### src/rtl/ss_scan_controller.sv
// ss_scan_controller: multiplexes four 7-segment hex digits.
// Each digit slot is a BLANK period followed by a DRIVE period. New display data
// waits in a pending register and is applied only at the frame boundary.
// Ports:
//   clk, reset_n                   clock and asynchronous active-low reset
//   value, dp_in, digit_en, load   display data and its one-cycle capture request
//   load_ack, pending              apply pulse, and a flag for data waiting to be applied
//   ss_anode, ss_cathode           active-low digit selects and segments (DP,G..A)
//   digit_idx                      index of the digit whose slot is current
module ss_scan_controller #(
  parameter int TICKS_PER_DIGIT = 100000,
  parameter int BLANK_TICKS = 1000
) (
  input  logic        clk,
  input  logic        reset_n,
  input  logic [15:0] value,
  input  logic [3:0]  dp_in,
  input  logic [3:0]  digit_en,
  input  logic        load,
  output logic        load_ack,
  output logic        pending,
  output logic [3:0]  ss_anode,
  output logic [7:0]  ss_cathode,
  output logic [1:0]  digit_idx
);
  typedef enum logic {BLANK, DRIVE} state_t;
  localparam logic [6:0] SEG [16] = '{7'h40, 7'h79, 7'h24, 7'h30, 7'h19, 7'h12, 7'h02, 7'h78,
                                      7'h00, 7'h10, 7'h08, 7'h03, 7'h46, 7'h21, 7'h06, 7'h0E};
  state_t      state, state_nx;
  logic [31:0] tick, tick_nx;
  logic [1:0]  idx_nx;
  logic [15:0] act_val, act_val_nx, pend_val;
  logic [3:0]  act_dp, act_dp_nx, pend_dp;
  logic [3:0]  act_en, act_en_nx, pend_en;
  logic        boundary, lit;
  logic [3:0]  nib, anode_nx;
  logic [7:0]  cathode_nx;
  assign boundary = state == DRIVE && tick == 32'(TICKS_PER_DIGIT - 1) && digit_idx == 2'd3;
  always_ff @(posedge clk or negedge reset_n)
    if (!reset_n) begin
      state      <= BLANK;
      tick       <= '0;
      digit_idx  <= '0;
      act_val    <= '0;
      act_dp     <= '0;
      act_en     <= '0;
      pend_val   <= '0;
      pend_dp    <= '0;
      pend_en    <= '0;
      pending    <= 1'b0;
      load_ack   <= 1'b0;
      ss_anode   <= 4'hF;
      ss_cathode <= 8'hFF;
    end else begin
      state      <= state_nx;
      tick       <= tick_nx;
      digit_idx  <= idx_nx;
      act_val    <= act_val_nx;
      act_dp     <= act_dp_nx;
      act_en     <= act_en_nx;
      load_ack   <= boundary && pending;
      pending    <= load || (pending && !boundary);
      ss_anode   <= anode_nx;
      ss_cathode <= cathode_nx;
      if (load) begin
        pend_val <= value;
        pend_dp  <= dp_in;
        pend_en  <= digit_en;
      end
    end
  always_comb begin
    state_nx   = state;
    tick_nx    = tick + 32'd1;
    idx_nx     = digit_idx;
    if (state == BLANK && tick == 32'(BLANK_TICKS - 1)) begin
      state_nx = DRIVE;
      tick_nx  = '0;
    end else if (state == DRIVE && tick == 32'(TICKS_PER_DIGIT - 1)) begin
      state_nx = BLANK;
      tick_nx  = '0;
      idx_nx   = digit_idx + 2'd1;
    end
    act_val_nx = (boundary && pending) ? pend_val : act_val;
    act_dp_nx  = (boundary && pending) ? pend_dp  : act_dp;
    act_en_nx  = (boundary && pending) ? pend_en  : act_en;
  end
  // Outputs are computed from next-state values so the registered outputs line up with the state.
  always_comb begin
    nib        = act_val_nx[{idx_nx, 2'b00} +: 4];
    lit        = state_nx == DRIVE && act_en_nx[idx_nx];
    anode_nx   = lit ? ~(4'b0001 << idx_nx) : 4'hF;
    cathode_nx = lit ? {~act_dp_nx[idx_nx], SEG[nib]} : 8'hFF;
  end
endmodule

### config.mk
export PLATFORM = sky130hd
export DESIGN_NAME = ss_scan_controller
export DESIGN_NICKNAME = d
export VERILOG_FILES = /design/src/rtl/ss_scan_controller.sv
export SDC_FILE = /design/constraint.sdc
export NUM_CORES = 1
export LEC_CHECK = 0
export ABC_AREA = 1
export ABC_CLOCK_PERIOD_IN_PS = 3700
export CELL_PAD_IN_SITES_DETAIL_PLACEMENT = 0
export CELL_PAD_IN_SITES_GLOBAL_PLACEMENT = 1
export CORE_UTILIZATION = 45
export DETAILED_ROUTE_END_ITERATION = 10
export PLACE_DENSITY_LB_ADDON = 0.1
export SETUP_SLACK_MARGIN = 0.15
export SLEW_MARGIN = 20
export SYNTH_ARGS = -nofsm -noshare
export SYNTH_HDL_FRONTEND = slang
export SYNTH_SLANG_ARGS = --single-unit
export TNS_END_PERCENT = 10
### constraint.sdc
create_clock -name clk -period 3.7 [get_ports clk]
set_input_delay 0.555 -clock clk [delete_from_list [all_inputs] [get_ports clk]]
set_output_delay 0.555 -clock clk [all_outputs]
set_load 0.02 [all_outputs]
Yosys cells after proc, flatten, opt, wreduce, memory -nomap -nowiden --
Memories as Yosys holds them, arrays and structs flattened. Index checks and enable logic that the tools add are counted.
Storage, ports and cells: input port bits 27, memories kept 1, logic and storage cells 52, flip-flop bits (word level) 97, ROM bits 112, output and inout port bits 16
Cells by class: multiplexer cells 17, bitwise gates (word level) 4, equality and inequality tests 3, shifts and indexed selects 2, add/sub/neg operators 2, $lt $le $gt $ge 2, reductions and logical operators 8
Memory list:
- (no name shown) | words 16, width 7, rd ports 1, clocked after Yosys merged registers in 0, write ports 0, RTL line 92 | cathode_nx = lit ? {~act_dp_nx[idx_nx], SEG[nib]} : 8'hFF;
Operators by type and width (count):
- 32-bit two-way mux | 2
- 32-bit by 1-bit adder with 32-bit output (second input constant) | 1
- 32-bit by 10-bit equality test with 1-bit output (second input constant) | 1
- 32-bit by 17-bit equality test with 1-bit output (second input constant) | 1
- 16-bit two-way mux | 1
- 16-bit by 5-bit variable part select with 4-bit output | 1
- 7-bit two-way mux | 2
- 4-bit two-way mux | 3
- 8-bit two-way mux | 1
- 1-bit logical AND | 6
- 5-bit >= comparator (second input constant) | 1
- 4-bit inverter with 5-bit output | 1
- 1-bit binary-select mux with 2-bit select | 2
- 1-bit two-way mux | 4
- 2-bit two-way mux | 2
- 4-bit inverter | 1
- 1-bit by 2-bit left shift with 4-bit output (first input constant) | 1
- 2-bit by 3-bit less-than comparator with 1-bit output (second input constant) | 1
- 2-bit by 1-bit adder with 2-bit output (second input constant) | 1
- 2-bit equality test (second input constant) | 1
- 1-bit inverter | 2
- 1-bit logical NOT | 1
- 1-bit logical OR | 1

Longest topological paths before layout --
Gate-level depths: netlist (run 1).
depth after elaboration 11, gate-level depth with buffers 21, gate-level depth less buffers 20

Worst setup path before layout (run 1) --
No wires, ideal clock.
kind register to register, start register tick[0], end register ss_cathode[5], required time 3.617 ns, arrival time 2.435 ns, clock period less this slack 2.518 ns, cell stages (with the launch flop) 22, setup slack 1.182 ns, path through dfrtp_1 ha_1 nand2_2 nor2_8 inv_2 nor2_2 nand2_2 nor2_4 nand4_2 buf_6 buf_6 nand2_1 o21ai_1 nand2_1 nand2_1 nor2_4 inv_1 ha_1 o21ai_1 nand2_1 nand2_1 nand3_1
Between the ends: longest elaborated chain between the ends 11, elaborated cells between the ends (all ways) 21, those cells by class eq/ne: 2; shift: 1; mux: 11; bitwise: 1; reduce/logical: 5; memory: 1
Ends and longest elaborated chain:
- from (decl) | RTL line 30 | logic [31:0] tick, tick_nx;
- from (signal assigned) | RTL line 56 | tick <= tick_nx;
- 32-bit by 17-bit equality test with 1-bit output | RTL line 38 | assign boundary = state == DRIVE && tick == 32'(TICKS_PER_DIGIT - 1) && digit_idx == 2'd3;
- 1-bit logical AND (2 in series) | RTL line 38
- 1-bit logical AND | RTL line 83 | act_val_nx = (boundary && pending) ? pend_val : act_val;
- 16-bit two-way mux | RTL line 83
- net act_val_nx[5] | RTL line 32 | logic [15:0] act_val, act_val_nx, pend_val;
- 16-bit by 5-bit variable part select with 4-bit output | RTL line 89 | nib = act_val_nx[{idx_nx, 2'b00} +: 4];
- 4-bit inverter with 5-bit output (implied by the code) | RTL line 92
- memory 16 x 7 bit
- 7-bit two-way mux (implied by the code) (2 in series) | RTL line 92
- 8-bit two-way mux | RTL line 92
- net cathode_nx[5] | RTL line 37 | logic [7:0] cathode_nx;
- to (signal assigned) | RTL line 64 | ss_cathode <= cathode_nx;
- to (decl) | RTL line 23 | output logic [7:0] ss_cathode,
The timed path passes the listed nets, and every way through them passes these cells. The select of a mux whose other input is x is not followed. A chain may end at the register's enable or synchronous reset.

Final worst setup path (run 1) --
start register tick[0], end register ss_cathode[3]
Same word-level chain as after synthesis.

==> flow_metrics.env, run 1 <==
export IMPL_cp_arrival_ns=3.22
export IMPL_cts_tree="yes"
export IMPL_portBuffers=42
export IMPL_worst_slew_pin_slew_ns=0.738
export IMPL_syn_to_final_growth_pct=14.7
export IMPL_p_sw_share_pct=23.8
export IMPL_place_ws_ns=0.567
export IMPL_hold_buffers=0
export IMPL_coreArea_sq_mm=0.0105
export IMPL_cts_max_level=3
export IMPL_cts_setup_buffers=0
export IMPL_ios=43
export IMPL_syn_area_sq_mm=0.00493
export IMPL_status="finished clean"
export IMPL_wl_per_cell_microns=13.6
export IMPL_slew_viol_final=0
export IMPL_max_freq_ghz=0.343
export IMPL_netlist_top_cells_count="nand2_1 (149), inv_1 (87), dfrtp_1 (85), nand3_1 (41), nor2_1 (39)"
export IMPL_die_area_sq_mm=0.0114
export IMPL_p_sw_mw=0.435
export IMPL_fp_dieH_microns=107
export IMPL_maxSlewHeadroom_pct=50.8
export IMPL_synthTopCellsByArea="dfrtp_1 (43%), nand2_1 (11%), inv_1 (6.6%)"
export IMPL_synth_enable_flop_cells=0
export IMPL_p_seq_share_pct=60.1
export IMPL_rsz0062_at_grt="false"
export IMPL_critical_path_required_ns=4.01
export IMPL_netlist_instances=578
export IMPL_place_congestion=0.872
export IMPL_grt_max_degree=59
export IMPL_ant_nets=0
export IMPL_period_share_pct=78.7
export IMPL_finalSetupViolations=0
export IMPL_clock_skew_ns=0.0157
export IMPL_holdWs_ns=0.225
export IMPL_fill_cells=995
export IMPL_criticalPathCategory="reg2reg"
export IMPL_worstPathMaxFanout=8
export IMPL_num_rows=37
export IMPL_power_leakage_nw=2.93
export IMPL_cts_clk_slew_worst_paths_ns=0.09
export IMPL_yosysTopAreaCellShare_pct=43.1
export IMPL_first_global_vias=3607
export IMPL_fin_ws_ns=0.788
export IMPL_drc=0
export IMPL_layout_min_cycle_time_ns=2.91
export IMPL_yosysMostFrequentCell="nand2_1"
export IMPL_p_per_area_mw_per_mm2=323
export IMPL_syn_mean_instance_area_sq_um=8.53
export IMPL_drt_wl_total_mm=10.4
export IMPL_finalHoldViolations=0
export IMPL_synth_top_area_cell="dfrtp_1"
export IMPL_drt_iter0_drc=219
export IMPL_grt_pass1_wl_mm=17.7
export IMPL_vias=3738
export IMPL_p_clk_share_pct=35.3
export IMPL_ir_worst_vdd_v=0.000261
export IMPL_avgViaCountPerCell=4.89
export IMPL_clock_latency_ns=0.38
export IMPL_endpoint_kind="flop"
export IMPL_yosys_warnings=0
export IMPL_tns_ns=0
export IMPL_startpoint_type="flop"
export IMPL_antenna_cells=0
export IMPL_p_int_mw=1.39
export IMPL_initial_utilization_pct=47.1
export IMPL_share_comb_of_total_power_pct=4.6
export IMPL_clock_sinks=97
export IMPL_synth_seq_cells=97
export IMPL_die_x_microns=107
export IMPL_clock_path_buffers=2
export IMPL_cts_root_buf="clkbuf_8"
export IMPL_grt_usage_pct=20.1
export IMPL_min_path_type="in2async"
export IMPL_synth_fp_nets=613
export IMPL_ys_seq_area_share_pct=49.5
export IMPL_post_cts_resized=0
export IMPL_dp_hpwl_mm=7.60
export IMPL_first_pass_iters=4
export IMPL_ys_async_sr_fraction_pct=100
export IMPL_synth_cell_type_count=37
export IMPL_grt_overflow=0
export IMPL_final_nets=659
export IMPL_synth_ff_type="dfrtp_1"
export IMPL_cts_inserted_buffers=9
export IMPL_antenna_found_initial=0
export IMPL_drive_gt1_share_pct=14.9
export IMPL_drv_cap=0
==> registers in the layout, summed over array words and instances (netlist names) <==
signal	cells
act_dp	4
pending	1
act_val	16
digit_idx	2
ss_anode	4
pend_val	16
tick	32
state	1
act_en	4
ss_cathode	8
load_ack	1
pend_dp	4
pend_en	4
==> per-stage QoR <==
stage	total power, mW	instance area (sq um)	std cells	util [%]
after floorplan	1.15	4930	578	-
after global placement	1.21	5470	749	52.3
after detailed placement	1.21	5470	749	52.3
after CTS	1.86	5650	765	54.0
after global routing	1.91	5660	765	54.1
final	1.83	5660	765	54.1
==> area by class of cell <==
class	count	area [sq um]	area share (%)
multi-input combinational	374	2070	36.5
clock inverter	6	42.5	0.752
timing repair buffer	45	435	7.70
clock buffer	10	138	2.43
sequential	97	2440	43.2
tap	136	170	3.01
inverter	97	364	6.44
==> power groups by stage <==
stage	Clock (mW)	Combinational, mW	Sequential (mW)
floorplan	0	0.0318	1.11
global placement	0	0.0859	1.12
detailed placement	0	0.0867	1.12
CTS	0.672	0.0873	1.10
global route	0.708	0.0954	1.10
finish	0.645	0.0840	1.10
==> per-layer routing <==
metal	share of wire [%]	global-route usage, %
met3	4.2	4.07
met5	0	0
met2	43	30.2
met4	1.3	6.75
met1	51	29.0
==> worst paths after layout <==
| check | startpoint | to | slack, ns | cells past startpoint |
|---|---|---|---|---|
| worst min-delay path | reset_n | tick[18] | 0.23 | 1 |
| worst max-delay path | tick[0] | ss_cathode[3] | 0.79 | 18 |
| worst max register to register | tick[0] | ss_cathode[3] | 0.79 | 18 |
| min in group clk | tick[0] | tick[0] | 0.47 | 1 |
| worst min register to register | tick[0] | tick[0] | 0.47 | 1 |
| max in group asynchronous | reset_n | ss_cathode[5] | 2.65 | 2 |
==> worst max-delay path: stages, from the launching register on <==
cell	delay (ns)
dfrtp_1	0.38
ha_1	0.20
nand2_2	0.11
nor2_8	0.15
nand3_1	0.11
nor2_1	0.15
nand3_1	0.23
nor2_2	0.36
nand3_1	0.11
nand2_1	0.12
nand2_1	0.06
nand2_1	0.14
inv_2	0.04
nand2_1	0.11
ha_1	0.22
inv_1	0.08
nand2_1	0.11
nand3_1	0.08
nand3_1	0.10
==> placed cells by master, fill, tap and decap left out, types with 4 or more instances in the layout <==
master / Yosys / routed
mux2_2: 17 / 17
nor2_2: 4 / 4
or2_2: 6 / 6
inv_2: 10 / 10
o21ai_1: 9 / 9
clkbuf_8: 0 / 10
inv_1: 87 / 87
dfstp_2: 12 / 12
ha_1: 8 / 8
nor2_1: 39 / 39
xor2_1: 18 / 18
nand3_1: 41 / 41
clkdlybuf4s50_1: 0 / 40
nor3_1: 11 / 11
nand4_1: 9 / 9
nor4_1: 6 / 6
nand2_2: 6 / 6
buf_4: 0 / 4
o21ai_0: 20 / 20
nor2_4: 9 / 9
dfrtp_1: 85 / 85
nand2_1: 149 / 149
==> cell families (layout without fill, tap and decap cells) <==
family / Yosys count / in the layout / share of synthesized area [%]
simple gates: 287 / 287 / 27.4
buf+inv: 107 / 158 / 8.78
flops: 97 / 97 / 49.5
compound gates: 42 / 42 / 4.85
xor+xnor: 20 / 20 / 3.55
mux: 17 / 17 / 3.88
fa+ha+maj: 8 / 8 / 2.03
Power figures use the tool's default switching activity.
==> run 2: changes to the inputs <==
Settings changed: ABC_CLOCK_PERIOD_IN_PS 3700 to 3050, CORE_UTILIZATION 45 to 44.
Clock period 3.7 ns to 3.05 ns, I/O delays scaled along.
==> run 2 against run 1 <==
Effect of this change: critical path depth shrank 1; first-iteration DRC count decreased by 38%; non-clock buffer count is 12 higher; sequential share of layout area shrank 1.0 points; largest power group unchanged; clock skew down 0.0067 ns; clock power up 15%; critical path type unchanged; cell area increased by 2.4%.
==> flow_metrics.env, run 2 (same netlist as run 1, synthesis figures left out) <==
export IMPL_final_nets=671
export IMPL_cts_max_level=3
export IMPL_wl_per_cell_microns=13.4
export IMPL_period_share_pct=88.3
export IMPL_worst_slew_pin_slew_ns=0.622
export IMPL_cts_inserted_buffers=9
export IMPL_crit_buf_inv=3
export IMPL_initial_utilization_pct=45.3
export IMPL_fill_cells=1064
export IMPL_p_sw_share_pct=22.8
export IMPL_worstPathMaxFanout=16
export IMPL_antenna_found_initial=0
export IMPL_cts_clk_slew_worst_paths_ns=0.09
export IMPL_drv_cap=0
export IMPL_finalHoldViolations=0
export IMPL_finalSetupViolations=0
export IMPL_die_x_microns=108
export IMPL_mostFrequentLayoutCells="nand2_1 (149), inv_1 (87), dfrtp_1 (85), clkdlybuf4s50_1 (41), nand3_1 (40)"
export IMPL_clock_skew_ns=0.00896
export IMPL_die_area_sq_mm=0.0116
export IMPL_reg_largest_list="tick (32), act_val (16), pend_val (16)"
export IMPL_cts_tree="yes"
export IMPL_regMostFlops="tick"
export IMPL_maxSlewHeadroom_pct=58.5
export IMPL_fp_dieH_microns=108
export IMPL_cts_root_buf="clkbuf_8"
export IMPL_criticalPathCategory="reg2reg"
export IMPL_grt_overflow=0
export IMPL_syn_to_final_growth_pct=17.5
export IMPL_grt_usage_pct=20.0
export IMPL_p_sw_mw=0.497
export IMPL_p_seq_share_pct=61.1
export IMPL_hold_buffers=0
export IMPL_vias=3789
export IMPL_crit_family="simple AND/OR/NAND/NOR gates"
export IMPL_drt_wl_total_mm=10.4
export IMPL_ios=43
export IMPL_place_congestion=0.870
export IMPL_cp_arrival_ns=2.98
export IMPL_max_stage_delay_ns=0.38
export IMPL_clock_latency_ns=0.37
export IMPL_avgViaCountPerCell=4.85
export IMPL_ant_nets=0
export IMPL_min_path_type="in2async"
export IMPL_clock_sinks=97
export IMPL_p_int_mw=1.68
export IMPL_coreArea_sq_mm=0.0109
export IMPL_first_pass_iters=4
export IMPL_r2r_setup_slack_ns=0.36
export IMPL_layout_commonest_cell="nand2_1"
export IMPL_max_freq_ghz=0.371
export IMPL_drive_gt1_share_pct=17.0
export IMPL_largest_reg_flops=32
export IMPL_drc=0
export IMPL_ir_worst_vdd_v=0.000341
export IMPL_p_per_area_mw_per_mm2=376
export IMPL_drt_iter0_drc=135
export IMPL_dp_hpwl_mm=7.76
export IMPL_crit_slowest_cell="dfrtp_1"
export IMPL_critical_path_required_ns=3.33
export IMPL_slew_viol_final=0
export IMPL_crit_path_cell_trace="ha_2 > nand2_2 > nor2_8 > inv_2 > nor2_2 > nand2_2 > nor2_4 > nand4_4 > buf_12 > o21ai_0 > nand2_1 > nand2_1 > nor2_4 > buf_4 > ha_1 > nand3_1 > nand3_1"
export IMPL_status="finished clean"
export IMPL_p_clk_share_pct=34.1
export IMPL_layout_min_cycle_time_ns=2.69
export IMPL_rsz0062_at_grt="false"
export IMPL_clock_path_buffers=2
export IMPL_share_comb_of_total_power_pct=4.8
export IMPL_endpoint_kind="flop"
export IMPL_num_rows=38
export IMPL_tns_ns=0
export IMPL_grt_pass1_wl_mm=17.7
export IMPL_finalPower_mw=2.18
export IMPL_power_leakage_nw=3.00
export IMPL_first_global_vias=3688
export IMPL_startpoint_type="flop"
export IMPL_portBuffers=42
export IMPL_grt_max_degree=49
export IMPL_antenna_cells=0
run 2: routing by layer:
metal / vias up / GRT usage (%) / part of all wire, %
li1: 1926 / - / -
met5: - / 0 / 0
met3: 10 / 4.42 / 4.3
met4: 0 / 6.16 / 1.2
met2: 66 / 28.8 / 43
met1: 1787 / 29.6 / 52
run 2: worst paths after layout:
| kind | startpoint | to | cells past startpoint |
|---|---|---|---|
| max | tick[0] | ss_cathode[1] | 17 |
| max in group asynchronous | reset_n | ss_cathode[0] | 2 |
| min reg2reg | tick[0] | tick[0] | 1 |
| max reg2reg | tick[0] | ss_cathode[1] | 17 |
| min in group clk | tick[0] | tick[0] | 1 |
| min | reset_n | act_en[1] | 1 |
run 2: area by class of cell:
cell class	count	area, sq um	area share, %
Clock buffer	10	138	2.37
Clock inverter	6	33.8	0.583
Inverter	97	364	6.28
Multi-Input combinational cell	374	2080	35.9
Sequential cell	97	2440	42.1
Tap cell	140	175	3.02
Timing Repair Buffer	57	561	9.67
run 2: power groups by stage:
stage / clock network, mW / logic, mW / registers, mW
final: 0.744 / 0.104 / 1.33
after global routing: 0.832 / 0.118 / 1.34
after CTS: 0.783 / 0.108 / 1.33
after detailed placement: 0 / 0.108 / 1.36
after global placement: 0 / 0.104 / 1.36
after floorplan: 0 / 0.0386 / 1.35
run 2: through the flow:
stage               std cells  hold WS (ns)  instance area (sq um)  setup slack, ns  utilization, %
floorplan                 578         0.162                   4930            0.532               -
global placement          760         0.444                   5530            0.313            50.8
detailed placement        760         0.454                   5530            0.237            50.8
CTS                       776        0.0974                   5700            0.212            52.4
global route              781         0.126                   5800            0.129            53.2
finish                    781        0.0819                   5800            0.355            53.2
run 2: repair_timing:
item,CTS,global route
resized for setup,0,9
buffers inserted,0,4
endpoints found under the setup margin,0,7
==> run 3: changes to the inputs <==
Settings changed: REMOVE_ABC_BUFFERS set to 1, SLEW_MARGIN 20 to unset.
==> run 3 against run 2 <==
Effect of this change: sequential share of layout area is 0.53 points lower; non-clock buffer count grew 1; sequential cell count unchanged; wire length fell by 3.0%; combinational power about the same; clock power rose by 36%; via count down 1.9%; highest routed layer unchanged.
==> flow_metrics.env, run 3 (same netlist as run 1, synthesis figures left out) <==
export IMPL_antenna_cells=0
export IMPL_num_rows=38
export IMPL_final_core_utilization_pct=53.9
export IMPL_fin_ws_ns=0.304
export IMPL_first_global_vias=3616
export IMPL_drt_iter0_drc=181
export IMPL_crit_path_cell_trace="ha_1 > nand2_2 > nor2_8 > inv_2 > nor2_2 > nand2_2 > nor2_4 > nand4_2 > buf_12 > o21ai_1 > nand2_1 > nand2_1 > nor2_4 > buf_4 > ha_1 > inv_1 > nand2_1 > nand3_1 > nand3_1"
export IMPL_finalSetupViolations=0
export IMPL_cts_max_level=3
export IMPL_grt_overflow=0
export IMPL_grt_pass1_wl_mm=17.3
export IMPL_p_per_area_mw_per_mm2=417
export IMPL_wl_per_cell_microns=12.9
export IMPL_max_freq_ghz=0.364
export IMPL_hold_buffers=0
export IMPL_place_congestion=0.831
export IMPL_drt_wl_total_mm=10.1
export IMPL_drc=0
export IMPL_ios=43
export IMPL_drive_gt1_share_pct=17.8
export IMPL_final_area_sq_mm=0.00587
export IMPL_regMostFlops="tick"
export IMPL_critical_path_required_ns=3.34
export IMPL_dp_hpwl_mm=7.40
export IMPL_mostFrequentLayoutCells="nand2_1 (148), inv_1 (87), dfrtp_1 (85), clkdlybuf4s50_1 (41), nand3_1 (40)"
export IMPL_largest_reg_flops=32
export IMPL_worst_slew_pin_slew_ns=0.645
export IMPL_slew_viol_final=0
export IMPL_drv_cap=0
export IMPL_die_area_sq_mm=0.0116
export IMPL_power_leakage_nw=3.03
export IMPL_fp_dieH_microns=108
export IMPL_cp_arrival_ns=3.03
export IMPL_place_ws_ns=0.173
export IMPL_syn_to_final_growth_pct=19.0
export IMPL_tns_ns=0
export IMPL_die_x_microns=108
export IMPL_period_share_pct=90.0
export IMPL_min_path_type="in2async"
export IMPL_dp_cells=755
export IMPL_worstPathMaxFanout=39
export IMPL_avgViaCountPerCell=4.75
export IMPL_endpoint_kind="flop"
export IMPL_clock_skew_ns=0.00600
export IMPL_finalHoldViolations=0
export IMPL_cts_inserted_buffers=9
export IMPL_fin_cells=782
export IMPL_finalPower_mw=2.45
export IMPL_clock_sinks=97
export IMPL_rsz0062_at_grt="true"
export IMPL_maxSlewHeadroom_pct=56.6
export IMPL_coreArea_sq_mm=0.0109
export IMPL_cts_root_buf="clkbuf_8"
export IMPL_clock_path_buffers=2
export IMPL_final_nets=672
export IMPL_ant_nets=0
export IMPL_vias=3717
export IMPL_clock_latency_ns=0.37
export IMPL_grt_usage_pct=19.5
export IMPL_initial_utilization_pct=45.3
export IMPL_portBuffers=42
export IMPL_reg_largest_list="tick (32), act_val (16), pend_val (16)"
export IMPL_antenna_found_initial=0
export IMPL_layout_min_cycle_time_ns=2.75
export IMPL_path_common_cell="nand2_1"
export IMPL_first_pass_iters=4
export IMPL_ir_worst_vdd_v=0.000268
export IMPL_max_stage_delay_ns=0.38
export IMPL_status="finished clean"
export IMPL_layout_commonest_cell="nand2_1"
export IMPL_startpoint_type="flop"
export IMPL_grt_max_degree=52
export IMPL_cts_clk_slew_worst_paths_ns=0.10
export IMPL_cts_tree="yes"
export IMPL_crit_slowest_cell="dfrtp_1"
export IMPL_placed_area_sq_mm=0.00552
export IMPL_criticalPathCategory="reg2reg"
export IMPL_holdWs_ns=0.0721
[run 3: critical path: cells and delay by family, from the launching register on]
family / cells / cell delay [ns]
fa+ha+maj: 2 / 0.43
buf+inv: 4 / 0.52
simple gates: 12 / 1.17
compound gates: 1 / 0.18
flops: 1 / 0.38
[run 3: repair_timing]
item                       CTS  global route
gates resized for setup      0            10
setup endpoints to repair    1             6
setup buffers                0            11
pin swaps                    1             5
[run 3: power by group]
group	internal [mW]	total [mW]	leakage (nW)	switching, mW
Clock	0.545	1.01	0.120	0.464
Sequential	1.32	1.33	1.24	0.0147
Combinational	0.0562	0.105	1.67	0.0492
Total	1.92	2.45	3.03	0.528
[run 3: final timing paths]
| check | from | end | slack [ns] | depth (start not counted) |
|---|---|---|---|---|
| setup / recovery | tick[0] | ss_cathode[3] | 0.30 | 19 |
| hold / removal | reset_n | tick[7] | 0.07 | 1 |
| setup reg to reg | tick[0] | ss_cathode[3] | 0.30 | 19 |
| hold reg to reg | tick[0] | tick[0] | 0.47 | 1 |
| max in group asynchronous | reset_n | act_dp[2] | 2.17 | 3 |
| min in group clk | tick[0] | tick[0] | 0.47 | 1 |
[run 3: area by class of cell]
type | instances | area [sq um]
Sequential cell | 97 | 2440
Clock inverter | 7 | 116
Timing Repair Buffer | 58 | 563
Fill cell | 1018 | 5020
Tap cell | 140 | 175
Clock buffer | 9 | 124
Inverter | 97 | 364
Multi-Input combinational cell | 374 | 2080
[run 3: routing by layer]
metal	GRT usage [%]	wire length, microns
met5	0	0
met4	8.32	192
met3	3.27	247
met2	32.3	4980
met1	25.2	4700
